File: src/rtl/control_unit.sv
// rtl/control_unit.sv - hardwired fetch/decode/execute sequencer driving datapath controls
// One micro-step per clk; outputs are decoded combinationally from state and IR[31:27].
module control_unit #(
  parameter int DIV_WAIT      = 32,
  parameter int START_PC_HOLD = 1
) (
  input  logic        clk,
  input  logic        clear,
  input  logic [31:0] IR,
  input  logic        stop,
  output logic        PCout,
  output logic        Zhighout,
  output logic        Zlowout,
  output logic        MDRout,
  output logic        HIout,
  output logic        LOout,
  output logic        Inportout,
  output logic        Cout,
  output logic        BAout,
  output logic        PCin,
  output logic        IRin,
  output logic        MARin,
  output logic        Yin,
  output logic        Zin,
  output logic        MDRin,
  output logic        HIin,
  output logic        LOin,
  output logic        Gra,
  output logic        Grb,
  output logic        Grc,
  output logic        Rin,
  output logic        Rout,
  output logic        read,
  output logic        write,
  output logic        OutPort,
  output logic        AND,
  output logic        OR,
  output logic        ADD,
  output logic        SUB,
  output logic        MUL,
  output logic        DIV,
  output logic        SHR,
  output logic        SHL,
  output logic        ROR,
  output logic        ROL,
  output logic        NEG,
  output logic        NOT,
  output logic        IncPC,
  output logic        run,
  output logic        illegal
);

  typedef enum logic [3:0] {
    S_RESET, S_PAUSE, S_HALT,
    S_T0, S_T1, S_T2, S_T3, S_T4, S_T5, S_T6, S_T7
  } state_t;

  localparam int DCW = (DIV_WAIT > 0) ? $clog2(DIV_WAIT + 1) : 1;
  localparam int HCW = (START_PC_HOLD > 1) ? $clog2(START_PC_HOLD) : 1;

  localparam logic [4:0] OP_LD   = 5'b00000;
  localparam logic [4:0] OP_ST   = 5'b00001;
  localparam logic [4:0] OP_ADD  = 5'b00010;
  localparam logic [4:0] OP_SUB  = 5'b00011;
  localparam logic [4:0] OP_AND  = 5'b00100;
  localparam logic [4:0] OP_OR   = 5'b00101;
  localparam logic [4:0] OP_SHR  = 5'b00110;
  localparam logic [4:0] OP_SHL  = 5'b00111;
  localparam logic [4:0] OP_ROR  = 5'b01000;
  localparam logic [4:0] OP_ROL  = 5'b01001;
  localparam logic [4:0] OP_ADDI = 5'b01010;
  localparam logic [4:0] OP_ANDI = 5'b01011;
  localparam logic [4:0] OP_ORI  = 5'b01100;
  localparam logic [4:0] OP_MUL  = 5'b01101;
  localparam logic [4:0] OP_DIV  = 5'b01110;
  localparam logic [4:0] OP_NEG  = 5'b01111;
  localparam logic [4:0] OP_NOT  = 5'b10000;
  localparam logic [4:0] OP_JR   = 5'b10001;
  localparam logic [4:0] OP_IN   = 5'b10010;
  localparam logic [4:0] OP_OUT  = 5'b10011;
  localparam logic [4:0] OP_MFHI = 5'b10100;
  localparam logic [4:0] OP_MFLO = 5'b10101;
  localparam logic [4:0] OP_NOP  = 5'b11000;
  localparam logic [4:0] OP_HALT = 5'b11001;

  state_t         state, next;
  logic [DCW-1:0] div_cnt;
  logic [HCW-1:0] hold_cnt;
  logic [4:0]     op;
  logic           is_alu3, is_imm, is_mem, is_muldiv, is_unary, op_legal;
  logic           div_done, alu_en;
  state_t         end_next;

  assign op        = IR[31:27];
  assign is_alu3   = (op >= OP_ADD) && (op <= OP_ROL);
  assign is_imm    = (op >= OP_ADDI) && (op <= OP_ORI);
  assign is_mem    = (op == OP_LD) || (op == OP_ST);
  assign is_muldiv = (op == OP_MUL) || (op == OP_DIV);
  assign is_unary  = (op == OP_NEG) || (op == OP_NOT);
  assign op_legal  = (op <= OP_MFLO) || (op == OP_NOP) || (op == OP_HALT);
  assign div_done  = (div_cnt == '0);
  assign end_next  = stop ? S_PAUSE : S_T0;

  always_ff @(posedge clk) begin
    if (clear) begin
      state    <= S_RESET;
      illegal  <= 1'b0;
      div_cnt  <= '0;
      hold_cnt <= '0;
    end else begin
      state <= next;
      if (state == S_RESET) hold_cnt <= hold_cnt + HCW'(1);
      else                  hold_cnt <= '0;
      // Counter is armed on every T4 entry; only DIV consults it.
      if (state == S_T3 && next == S_T4)       div_cnt <= DCW'(DIV_WAIT);
      else if (state == S_T4 && !div_done)     div_cnt <= div_cnt - DCW'(1);
      if (state == S_T3 && !op_legal) illegal <= 1'b1;
    end
  end

  always_comb begin
    next      = state;
    alu_en    = 1'b0;
    PCout     = 1'b0; Zhighout = 1'b0; Zlowout = 1'b0; MDRout = 1'b0;
    HIout     = 1'b0; LOout    = 1'b0; Inportout = 1'b0; Cout = 1'b0;
    BAout     = 1'b0; PCin     = 1'b0; IRin    = 1'b0; MARin  = 1'b0;
    Yin       = 1'b0; Zin      = 1'b0; MDRin   = 1'b0; HIin   = 1'b0;
    LOin      = 1'b0; Gra      = 1'b0; Grb     = 1'b0; Grc    = 1'b0;
    Rin       = 1'b0; Rout     = 1'b0; read    = 1'b0; write  = 1'b0;
    OutPort   = 1'b0; AND      = 1'b0; OR      = 1'b0; ADD    = 1'b0;
    SUB       = 1'b0; MUL      = 1'b0; DIV     = 1'b0; SHR    = 1'b0;
    SHL       = 1'b0; ROR      = 1'b0; ROL     = 1'b0; NEG    = 1'b0;
    NOT       = 1'b0; IncPC    = 1'b0;
    run       = !(state == S_RESET || state == S_PAUSE || state == S_HALT);

    case (state)
      S_RESET: if (hold_cnt == HCW'(START_PC_HOLD - 1)) next = S_T0;
      S_PAUSE: if (!stop) next = S_T0;
      S_HALT:  next = S_HALT;
      S_T0: begin PCout = 1'b1; MARin = 1'b1; IncPC = 1'b1; Zin = 1'b1; next = S_T1; end
      S_T1: begin Zlowout = 1'b1; PCin = 1'b1; read = 1'b1; MDRin = 1'b1; next = S_T2; end
      S_T2: begin MDRout = 1'b1; IRin = 1'b1; next = S_T3; end
      S_T3: begin
        next = end_next;
        if (is_mem) begin
          Grb = 1'b1; BAout = 1'b1; Yin = 1'b1; next = S_T4;
        end else if (is_alu3 || is_imm) begin
          Grb = 1'b1; Rout = 1'b1; Yin = 1'b1; next = S_T4;
        end else if (is_muldiv) begin
          Gra = 1'b1; Rout = 1'b1; Yin = 1'b1; next = S_T4;
        end else if (is_unary) begin
          Grb = 1'b1; Rout = 1'b1; alu_en = 1'b1; Zin = 1'b1; next = S_T4;
        end else begin
          case (op)
            OP_JR:   begin Gra = 1'b1; Rout = 1'b1; PCin = 1'b1; end
            OP_IN:   begin Inportout = 1'b1; Gra = 1'b1; Rin = 1'b1; end
            OP_OUT:  begin Gra = 1'b1; Rout = 1'b1; OutPort = 1'b1; end
            OP_MFHI: begin HIout = 1'b1; Gra = 1'b1; Rin = 1'b1; end
            OP_MFLO: begin LOout = 1'b1; Gra = 1'b1; Rin = 1'b1; end
            OP_NOP:  next = end_next;
            default: next = S_HALT;
          endcase
        end
      end
      S_T4: begin
        next = end_next;
        if (is_alu3) begin
          Grc = 1'b1; Rout = 1'b1; alu_en = 1'b1; Zin = 1'b1; next = S_T5;
        end else if (is_imm || is_mem) begin
          Cout = 1'b1; alu_en = 1'b1; Zin = 1'b1; next = S_T5;
        end else if (op == OP_MUL) begin
          Grb = 1'b1; Rout = 1'b1; alu_en = 1'b1; Zin = 1'b1; next = S_T5;
        end else if (op == OP_DIV) begin
          // Operands stay on the bus for the whole divide; Z latches on the final cycle.
          Grb = 1'b1; Rout = 1'b1; alu_en = 1'b1;
          Zin  = div_done;
          next = div_done ? S_T5 : S_T4;
        end else if (is_unary) begin
          Zlowout = 1'b1; Gra = 1'b1; Rin = 1'b1;
        end
      end
      S_T5: begin
        next = end_next;
        if (is_alu3 || is_imm) begin
          Zlowout = 1'b1; Gra = 1'b1; Rin = 1'b1;
        end else if (is_mem) begin
          Zlowout = 1'b1; MARin = 1'b1; next = S_T6;
        end else if (is_muldiv) begin
          Zlowout = 1'b1; LOin = 1'b1; next = S_T6;
        end
      end
      S_T6: begin
        next = end_next;
        if (op == OP_LD) begin
          read = 1'b1; MDRin = 1'b1; next = S_T7;
        end else if (op == OP_ST) begin
          Gra = 1'b1; Rout = 1'b1; MDRin = 1'b1; next = S_T7;
        end else if (is_muldiv) begin
          Zhighout = 1'b1; HIin = 1'b1;
        end
      end
      S_T7: begin
        next = end_next;
        if (op == OP_LD) begin
          MDRout = 1'b1; Gra = 1'b1; Rin = 1'b1;
        end else if (op == OP_ST) begin
          write = 1'b1;
        end
      end
      default: next = S_RESET;
    endcase

    if (alu_en) begin
      case (op)
        OP_LD, OP_ST, OP_ADD, OP_ADDI: ADD = 1'b1;
        OP_SUB:                        SUB = 1'b1;
        OP_AND, OP_ANDI:               AND = 1'b1;
        OP_OR, OP_ORI:                 OR  = 1'b1;
        OP_SHR:                        SHR = 1'b1;
        OP_SHL:                        SHL = 1'b1;
        OP_ROR:                        ROR = 1'b1;
        OP_ROL:                        ROL = 1'b1;
        OP_MUL:                        MUL = 1'b1;
        OP_DIV:                        DIV = 1'b1;
        OP_NEG:                        NEG = 1'b1;
        OP_NOT:                        NOT = 1'b1;
        default:                       ADD = 1'b0;
      endcase
    end
  end

endmodule

File: config.mk
export PLATFORM = sky130hd
export DESIGN_NAME = control_unit
export DESIGN_NICKNAME = d
export VERILOG_FILES = /design/src/rtl/control_unit.sv
export SDC_FILE = /design/constraint.sdc
export NUM_CORES = 1
export LEC_CHECK = 0
export ABC_AREA = 1
export ABC_CLOCK_PERIOD_IN_PS = 6000
export CELL_PAD_IN_SITES_DETAIL_PLACEMENT = 1
export CELL_PAD_IN_SITES_GLOBAL_PLACEMENT = 1
export CORE_MARGIN = 5
export CORE_UTILIZATION = 27
export CTS_CLUSTER_DIAMETER = 40
export DETAILED_ROUTE_END_ITERATION = 10
export PLACE_DENSITY = 0.91
export SLEW_MARGIN = 10
export SYNTH_ARGS = -nofsm -noshare
export SYNTH_HDL_FRONTEND = slang
export SYNTH_SLANG_ARGS = --single-unit
File: constraint.sdc
create_clock -name clk -period 6 [get_ports clk]
set_clock_uncertainty 0.15 [all_clocks]
set_input_delay 1.8 -clock clk [delete_from_list [all_inputs] [get_ports clk]]
set_output_delay 1.8 -clock clk [all_outputs]
set_load 0.005 [all_outputs]
==> results_dict.tcl <==
set metrics [dict create \
    grt_pass1_wl_mm 9.43 \
    worst_ep_required_time_ps 4050 \
    cts_buffers 3 \
    setup_viol 0 \
    ys_seq_area_frac 0.166 \
    max_stage_delay_ps 520 \
    endpoint_kind "output pin" \
    finalSetupTns_ps 0 \
    slowest_stage "clkdlybuf4s50_1" \
    ant_nets 0 \
    slew_headroom 0.756 \
    synth_adder_area_share 0.00863 \
    cts.sinks 12 \
    syn_nets 293 \
    crit_fanout 7 \
    fillers 699 \
    htree_levels 1 \
    antenna_found_initial 0 \
    coreArea_sq_um 5170 \
    fin_crit_sh 0.981 \
    maxCapViolCount 0 \
    period_minus_slack_ps 5880 \
    p_switching_mw 0.158 \
    wl_per_cell_microns 15.3 \
    overflow 0 \
    synth_edf_count 0 \
    postSynthAreaPerCell_sq_um 5.64 \
    synth_top_family_by_area "simple AND/OR/NAND/NOR gates" \
    seq_power_share 0.258 \
    place_congestion 0.919 \
    initial_core_util 0.280 \
    cts_buffer_depth 2 \
    swShare 0.408 \
    syn_area_sq_um 1450 \
    hold_violations 0 \
    clk_pin_slew_ps 50 \
    diodes 0 \
    ios 75 \
    layout-drive-gt1-share 0.192 \
    cts_tree "built" \
    status "finished clean" \
    crit_type "in2out" \
    instances_no_fill 388 \
    via_count 1903 \
    irDropWorstVdd_mv 0.121 \
    grt_pass1_vias 2002 \
    synth_compound_area_frac 0.107 \
    ys_ff_latch 12 \
    rows 26 \
    io_buffers 47 \
    p_leak_nw 0.949 \
    ctsHoldBuffers 0 \
    avgViaCountPerCell 4.90 \
    grt_max_degree 10 \
    die_y_microns 83.3 \
    die_area_sq_um 6940 \
    placedCellCount 383 \
    synthFlopType "dfxtp_1" \
    dp_hpwl_mm 4.83 \
    nNetsFinal 355 \
    remaining_drc_errors 0 \
    hp-class "reg2reg" \
    regArea_sq_um 240 \
    worstPathCellList "clkdlybuf4s50_1 -> nand2_1 -> nor2_4 -> nand2_1 -> nand2_2 -> nor2_2 -> nand2_4 -> nand2_4 -> nand2_8 -> inv_4 -> nor2_1 -> clkdlybuf4s50_1" \
    power.internal_mw 0.229 \
    fmax_mhz 170 \
    drtPass1Iterations 4 \
    worst_slew_pin_slew_ps 365 \
    slew_violations 0 \
    synthDistinctLibCells 35 \
    async_reset_ff_frac 0 \
    multi_input_area_sq_um 1010 \
    muxShareOfSynthArea 0 \
    clkLatencyLatePin_ps 250 \
    p_per_area_nw_per_um2 180 \
    pwr-share-comb 0.511 \
    synth_cells 257 \
    synth-xor-area-share 0.0181 \
    synthToLayoutAreaGrowth_pct 48.5 \
    detail_route.iter0.violations 168 \
    cts_root_buffer "clkbuf_8" \
    p_clk_frac 0.231 \
    die_w_microns 83.3 \
    routed_wl_mm 5.92 \
    yosys_warnings 0 \
    start_kind "primary input" \
    gr-usage-all-layers 0.164 \
    arrival_ps 3930 \
    synthSimpleGateAreaFrac 0.562 \
]
cells by family after synthesis:
| kind of cell | count (synthesis) |
|---|---|
| xor+xnor | 3 |
| buf+inv | 49 |
| compound gates | 25 |
| simple gates | 167 |
| flops | 12 |
| fa+ha+maj | 1 |
layout by cell type, fill, tap and decap left out, types with 2 or more instances in the layout:
| cell type | instances |
|---|---|
| dlymetal6s2s_1 | 4 |
| buf_4 | 14 |
| nand3_1 | 23 |
| nor4_1 | 2 |
| clkbuf_8 | 4 |
| xor2_1 | 3 |
| nor2_4 | 6 |
| nand2_2 | 5 |
| nand4_1 | 4 |
| nand2_1 | 58 |
| o21ai_0 | 5 |
| nor2_1 | 44 |
| clkdlybuf4s50_1 | 43 |
| inv_1 | 33 |
| nand2_4 | 3 |
| a21oi_1 | 10 |
| o21ai_1 | 2 |
| inv_2 | 10 |
| nor3_1 | 4 |
| dfxtp_1 | 12 |
| nor2_2 | 14 |
repair_timing:
action,4_1_cts,5_1_grt
resized for setup,0,6
endpoints found under the setup margin,0,14
endpoints found under the hold margin,0,0
buffers inserted,0,1
critical path: cells and delay by family:
family,cells,cell delay (ps)
simple gates,9,1000
buf+inv,3,1100
path summary, 6_finish.rpt:
| kind | cells after the start | to | from | slack, ps |
|---|---|---|---|---|
| worst min-delay path | 2 | illegal | illegal | 320 |
| worst min register to register | 2 | illegal | illegal | 320 |
| worst max-delay path | 12 | DIV | IR[29] | 120 |
| worst max register to register | 8 | div_cnt[1] | state[1] | 4110 |
synth_stat cells (2+ instances only):
| cell type | n | area (sq um) |
|---|---|---|
| nor4_1 | 2 | 12.5 |
| buf_4 | 2 | 15.0 |
| nor2_1 | 44 | 165 |
| inv_1 | 34 | 128 |
| nand2_2 | 5 | 31.3 |
| dfxtp_1 | 12 | 240 |
| nor3_1 | 4 | 20.0 |
| nor2_2 | 15 | 93.8 |
| inv_2 | 9 | 33.8 |
| nor2_4 | 5 | 56.3 |
| nand2_4 | 3 | 33.8 |
| nand2_1 | 58 | 218 |
| nand4_1 | 4 | 25.0 |
| o21ai_0 | 5 | 25.0 |
| o21ai_1 | 2 | 10.0 |
| xor2_1 | 3 | 26.3 |
| nand3_1 | 23 | 115 |
| a21oi_1 | 10 | 50.1 |
layer usage:
layer / wire length, microns / part of all wire / vias up / global-route usage
li1: - / - / 929 / -
met2: 2910 / 0.49 / 60 / 0.289
met1: 2570 / 0.43 / 902 / 0.196
met4: 109 / 0.018 / 0 / 0.0490
met3: 335 / 0.057 / 12 / 0.0356
met5: 0 / 0 / - / 0
state kept, by name (all words and copies together), names as in the netlist:
signal,cells
illegal,1
hold_cnt,1
state,4
div_cnt,6
cell type report:
class,count,share of cell area
well taps,70,0.0407
inverters,45,0.0796
flip-flops and latches,12,0.112
repair buffers,61,0.272
multi-input cells,196,0.471
clock buffers,4,0.0256
power by group through the flow:
stage                     sequential, mW  clock (mW)  combinational (mW)
after floorplan                   0.0991           0               0.120
after global placement             0.100           0               0.189
after detailed placement           0.101           0               0.197
after CTS                         0.0996      0.0912               0.198
after global routing               0.101      0.0963               0.221
final                             0.0998      0.0895               0.198
stage by stage:
stage	area (sq um)	hold slack (ps)	setup slack [ps]	utilization	power (mW)
6_report	2150	319	117	0.416	0.387
4_1_cts	2130	329	29.8	0.412	0.389
2_1_floorplan	1450	297	1330	-	0.219
3_5_place_dp	2080	317	47.3	0.401	0.298
3_3_place_gp	2080	294	128	0.401	0.289
5_1_grt	2150	342	-25.1	0.416	0.418
Power figures use the tool's default switching activity.
